`src/rtl/fp_div.sv`:
```
// Fixed-point signed divider Q = A/B (restoring, one quotient bit per cycle, fixed NITER+2 latency).
// Optional macro FP_DIV_ROUND_EN: round half away from zero instead of truncating toward zero.
module fp_div #(
  parameter int NB_IN_A  = 16,
  parameter int NBF_IN_A = 14,
  parameter int NB_IN_B  = 12,
  parameter int NBF_IN_B = 11,
  parameter int NB_OUT   = 12,
  parameter int NBF_OUT  = 11
) (
  input  logic                i_clock,
  input  logic                i_reset,
  input  logic                i_start,
  input  logic [NB_IN_A-1:0]  i_A,
  input  logic [NB_IN_B-1:0]  i_B,
  output logic                o_busy,
  output logic                o_valid,
  output logic [NB_OUT-1:0]   o_Q,
  output logic                o_div0,
  output logic                o_sat
);

  localparam int SHIFT  = NBF_OUT + NBF_IN_B - NBF_IN_A + 1;
  localparam int NITER  = NB_IN_A + SHIFT;
  localparam int NB_CNT = $clog2(NITER + 1);

  localparam logic [NITER-1:0]  MAG_MAX_POS = NITER'((1 << (NB_OUT - 1)) - 1);
  localparam logic [NITER-1:0]  MAG_MAX_NEG = NITER'(1 << (NB_OUT - 1));
  localparam logic [NB_OUT-1:0] Q_MAX       = {1'b0, {(NB_OUT-1){1'b1}}};
  localparam logic [NB_OUT-1:0] Q_MIN       = {1'b1, {(NB_OUT-1){1'b0}}};

  generate
    if (SHIFT < 0) begin : g_bad_shift
      $error("fp_div: NBF_OUT + NBF_IN_B - NBF_IN_A + 1 must be >= 0");
    end
  endgenerate

  typedef enum logic [1:0] {IDLE, DIV, ROUND, DONE} state_t;

  state_t              r_state, w_next;
  logic [NB_CNT-1:0]   r_cnt;
  logic                r_sign, r_a_neg, r_b_zero;
  logic [NB_IN_B-1:0]  r_bmag;
  logic [NB_IN_B:0]    r_rem;
  logic [NITER-1:0]    r_quo;
  logic                r_valid, r_div0, r_sat;
  logic [NB_OUT-1:0]   r_q;

  logic [NB_IN_A-1:0]  w_a_mag;
  logic [NB_IN_B-1:0]  w_b_mag;
  logic [NB_IN_B:0]    w_trial, w_rem_nx;
  logic                w_ge;
  logic [NITER-1:0]    w_mag;
  logic [NB_OUT-1:0]   w_q;
  logic                w_sat;

  assign w_a_mag = i_A[NB_IN_A-1] ? -i_A : i_A;
  assign w_b_mag = i_B[NB_IN_B-1] ? -i_B : i_B;

  // r_quo shifts the dividend out at the top while quotient bits shift in at the bottom
  assign w_trial  = {r_rem[NB_IN_B-1:0], r_quo[NITER-1]};
  assign w_ge     = (w_trial >= {1'b0, r_bmag});
  assign w_rem_nx = w_ge ? (w_trial - {1'b0, r_bmag}) : w_trial;

`ifdef FP_DIV_ROUND_EN
  logic [NITER:0] w_sum;
  assign w_sum = {1'b0, r_quo} + (NITER+1)'(1);
  assign w_mag = w_sum[NITER:1];
`else
  assign w_mag = {1'b0, r_quo[NITER-1:1]};
`endif

  always_comb begin
    w_q   = '0;
    w_sat = 1'b0;
    if (r_b_zero) begin
      w_q   = r_a_neg ? Q_MIN : Q_MAX;
      w_sat = 1'b1;
    end else if (!r_sign) begin
      if (w_mag > MAG_MAX_POS) begin
        w_q   = Q_MAX;
        w_sat = 1'b1;
      end else begin
        w_q = w_mag[NB_OUT-1:0];
      end
    end else begin
      // a magnitude of exactly 2^(NB_OUT-1) negates to Q_MIN without clamping
      if (w_mag > MAG_MAX_NEG) begin
        w_q   = Q_MIN;
        w_sat = 1'b1;
      end else begin
        w_q = -w_mag[NB_OUT-1:0];
      end
    end
  end

  always_comb begin
    w_next = r_state;
    case (r_state)
      IDLE:    if (i_start) w_next = DIV;
      DIV:     if (r_cnt == NB_CNT'(NITER - 1)) w_next = ROUND;
      ROUND:   w_next = DONE;
      DONE:    w_next = IDLE;
      default: w_next = IDLE;
    endcase
  end

  always_ff @(posedge i_clock) begin
    if (i_reset) begin
      r_state  <= IDLE;
      r_cnt    <= '0;
      r_sign   <= 1'b0;
      r_a_neg  <= 1'b0;
      r_b_zero <= 1'b0;
      r_bmag   <= '0;
      r_rem    <= '0;
      r_quo    <= '0;
      r_valid  <= 1'b0;
      r_q      <= '0;
      r_div0   <= 1'b0;
      r_sat    <= 1'b0;
    end else begin
      r_state <= w_next;
      r_valid <= (r_state == DONE);
      case (r_state)
        IDLE: if (i_start) begin
          r_cnt    <= '0;
          r_sign   <= i_A[NB_IN_A-1] ^ i_B[NB_IN_B-1];
          r_a_neg  <= i_A[NB_IN_A-1];
          r_b_zero <= (i_B == '0);
          r_bmag   <= w_b_mag;
          r_rem    <= '0;
          r_quo    <= NITER'(w_a_mag) << SHIFT;
        end
        DIV: begin
          r_cnt <= r_cnt + 1'b1;
          r_rem <= w_rem_nx;
          r_quo <= {r_quo[NITER-2:0], w_ge};
        end
        ROUND: begin
          r_q    <= w_q;
          r_sat  <= w_sat;
          r_div0 <= r_b_zero;
        end
        default: ;
      endcase
    end
  end

  assign o_busy  = (r_state != IDLE);
  assign o_valid = r_valid;
  assign o_Q     = r_q;
  assign o_div0  = r_div0;
  assign o_sat   = r_sat;

endmodule

```
`config.mk`:
```
export PLATFORM = sky130hd
export DESIGN_NAME = fp_div
export DESIGN_NICKNAME = d
export VERILOG_FILES = /design/src/rtl/fp_div.sv
export SDC_FILE = /design/constraint.sdc
export NUM_CORES = 1
export LEC_CHECK = 0
export ABC_AREA = 1
export CAP_MARGIN = 30
export CORE_UTILIZATION = 45
export CTS_CLUSTER_DIAMETER = 200
export DETAILED_ROUTE_END_ITERATION = 7
export HOLD_SLACK_MARGIN = 0.05
export PLACE_DENSITY = 0.74
export SLEW_MARGIN = 20
export SYNTH_ARGS = -nofsm -noshare
export SYNTH_HDL_FRONTEND = slang
export SYNTH_SLANG_ARGS = --single-unit
```
`constraint.sdc`:
```
create_clock -name i_clock -period 2.7 [get_ports i_clock]
set_input_delay 0.54 -clock i_clock [delete_from_list [all_inputs] [get_ports i_clock]]
set_output_delay 0.54 -clock i_clock [all_outputs]
set_load 0.01 [all_outputs]
```
==> impl_results.md <==
* Mapped Nets at 823
* Post-Syn Area per Cell at 6.45 um2
* Power Dens Cells at 1370 nW/um2
* Crit path capture type: output port
* Seq/Total Area, Yosys at 29.8%
* Vias per cell at 5.35
* Yosys warning count at 0
* Combinational share of power at 65.2%
* Number of flops mapped to enable cells by yosys at 0
* Clock share of power at 13.4%
* Layout Nets at 864
* Dominant cells by area after synthesis: dfxtp_1, nand2_1, a21oi_1
* Worst-Margin Slew at 0.564 ns
* Die W at 107 um
* Global route overflow at 0
* DRT iter0 DRCs at 299
* WP buf/inv at 3
* Antenna viol nets, final at 0
* Hpwl dp at 9410 um
* Worst Path Arrival at 1.75 ns
* Final setup TNS at 0 ns
* # IOs at 47
* Critical path class: reg -> out
* Worst skew pair latency at 0.35 ns
* Final Cycle Share at 84.8%
* Total vias in the final route at 5,094
* Max Transition Viols Final at 0
* Leakage power at 2.59 nW
* WP data required at 2.16 ns
* TritonCTS clock tree: built
* Share of the synthesized area in the top cell type at 29.8%
* Minimum clock period after layout at 2.29 ns
* CTS resizes at 0
* Root buffer cell: clkbuf_8
* Vias in the first global route at 4,686
* P_sw at 3.95 mW
* Power, Total at 7.90 mW
* CP Launch Type: flop
* Hold_buf cts at 0
* Die height at 107 um
* Crit path max-delay cell type: clkdlybuf4s50_1
* Mapped cell area at 4960 um2
* Seq pwr share at 21.5%
* RePlAce Congestion at 0.905
* Family with the most delay on the worst path: buffers and inverters
* CP max FO at 5
* Distinct cells, synth at 44
* Area Overhead vs Synth at 16.5%
* Final Skew at 0.0113 ns
* Max Fclk at 437 MHz
* Seq cells post-synth at 74
* Commonest non-fill, non-tap cell in the layout: nand2_1
* Diodes inserted at 0
* Core ar. at 10,500 um2
* Post-synth top area cell: dfxtp_1
* CTS buffer count at 9
* Worst vdd ir at 0.00109 V
* CP max stage delay at 0.53 ns
* First-pass GRT wire length at 21,800 um
* RSZ-0062 raised after global routing: no
* Most used DFF post-synth: dfxtp_1
* Ys async rst share at 0%
* IO Port Bufs at 46
* Longest Clk Path Bufs at 2
* Switch share at 50.0%
* # clock sinks at 74
* Initial antenna violation count at 0
* Initial Util at 47.2%
* DR WL/cell at 13.2 um
* Total global-route track usage at 23.6%
* Post-CTS setup buffer count at 0
* Crit-path cells: inv_1 -> ha_1 -> inv_1 -> clkdlybuf4s50_1
* Number of violations of the max-capacitance limit at 0
* Final setup viols at 0
* Share of cells above drive strength 1 at 8.21%
* Post-route DRC violation count at 0
* Die area at 11,500 um2
* Rel. slew slack at 62.4%
* Status: complete, no violations
* Cells after synthesis at 770
* Final WL at 12,600 um
* Internal power at 3.95 mW
* Hold crit path type: reg -> reg
* Depth of the CTS H-tree at 3
* Most frequent CP cell: inv_1
* Pin count of the biggest net entering global routing at 45
* Final Hold Fails at 0
* Number of detailed-route iterations in the first pass at 5
* Clock-pin slew on the worst setup and hold paths at 0.08 ns
* FP Rows at 37
* Most frequent cells in the layout: nand2_1, inv_1, a21oi_1
* R2R setup slack at 0.54 ns
worst register-to-register path, delay by kind of cell, from the launching register on:
family	cells	cell delay (ns)
flip-flops	1	0.34
AO/OA/AOI/OAI	1	0.14
buffers and inverters	1	0.06
adder cells (fa/ha/maj)	1	0.36
AND/OR/NAND/NOR	8	1.17
flip-flops by register name, indices dropped and copies added (netlist names), 2 cells and up:
name     cells
r_cnt        5
r_quo       25
r_rem       12
o_Q         12
r_bmag      12
r_state      2
power groups by stage:
stage | clock (mW) | combinational, mW | sequential (mW)
6_report | 1.06 | 5.15 | 1.69
5_1_grt | 1.12 | 5.84 | 1.74
4_1_cts | 1.06 | 5.14 | 1.69
3_5_place_dp | 0 | 5.10 | 1.71
3_3_place_gp | 0 | 5.00 | 1.70
2_1_floorplan | 0 | 4.06 | 1.67
per-stage QoR:
stage / hold slack, ns / utilization [%] / instances / instance area (um2) / setup WS (ns)
after global routing: 0.493 / 55.0 / 952 / 5780 / 0.327
after global placement: 0.453 / 52.7 / 936 / 5540 / 0.488
after CTS: 0.470 / 55.0 / 952 / 5780 / 0.404
final: 0.459 / 55.0 / 952 / 5780 / 0.411
after floorplan: 0.443 / - / 770 / 4960 / 0.990
after detailed placement: 0.464 / 52.7 / 936 / 5540 / 0.414
metal layers:
metal  wire length [um]  vias up  track usage [%]
met1               5810     2387             30.4
met4                149        0             7.34
met3                504       13             2.67
met5                  0        -                0
met2               6130      113             41.1
li1                   -     2581                -
cells in the mapped netlist (2+ instances only):
cell and instances:
clkinv_1 2, inv_1 98, nor2_4 2, buf_6 2, o211ai_1 6, nand2_1 197, buf_2 14, ha_1 21
o221ai_1 2, a221oi_2 2, o21ai_1 11, a31oi_1 6, nand2_2 9, inv_2 9, nor2_2 3, nor3_2 2
nand3b_1 4, a21oi_1 75, xnor2_1 7, nor2_1 62, nand4_1 20, dfxtp_1 74, xor2_1 13, nor3_1 7
nand3_1 42, buf_1 2, nand3_2 2, clkbuf_1 10, o21ai_0 47, a21oi_2 5
area by class of cell:
class                           count  area (um2)
Clock buffer                       10         128
Clock inverter                      6         115
Fill cell                        1012        4720
Inverter                          109         409
Multi-Input combinational cell    559        2940
Sequential cell                    74        1480
Tap cell                          136         170
Timing Repair Buffer               58         546
kinds of logic (layout without fill, tap and decap cells):
| logic type | Yosys count | after routing | synth area share [%] |
|---|---|---|---|
| compound gates | 161 | 161 | 18.4 |
| buf+inv | 137 | 183 | 11.0 |
| simple gates | 356 | 356 | 31.6 |
| xor+xnor | 20 | 20 | 3.53 |
| flops | 74 | 74 | 29.8 |
| fa+ha+maj | 22 | 22 | 5.70 |
path summary, 6_finish.rpt:
check	start	to	cells after the start
max	r_state[0]	o_busy	4
min	r_quo[0]	r_quo[1]	2
max reg2reg	r_bmag[2]	r_rem[7]	11
min reg2reg	r_quo[0]	r_quo[1]	2
Note: power is estimated with default switching activity, not from simulation.
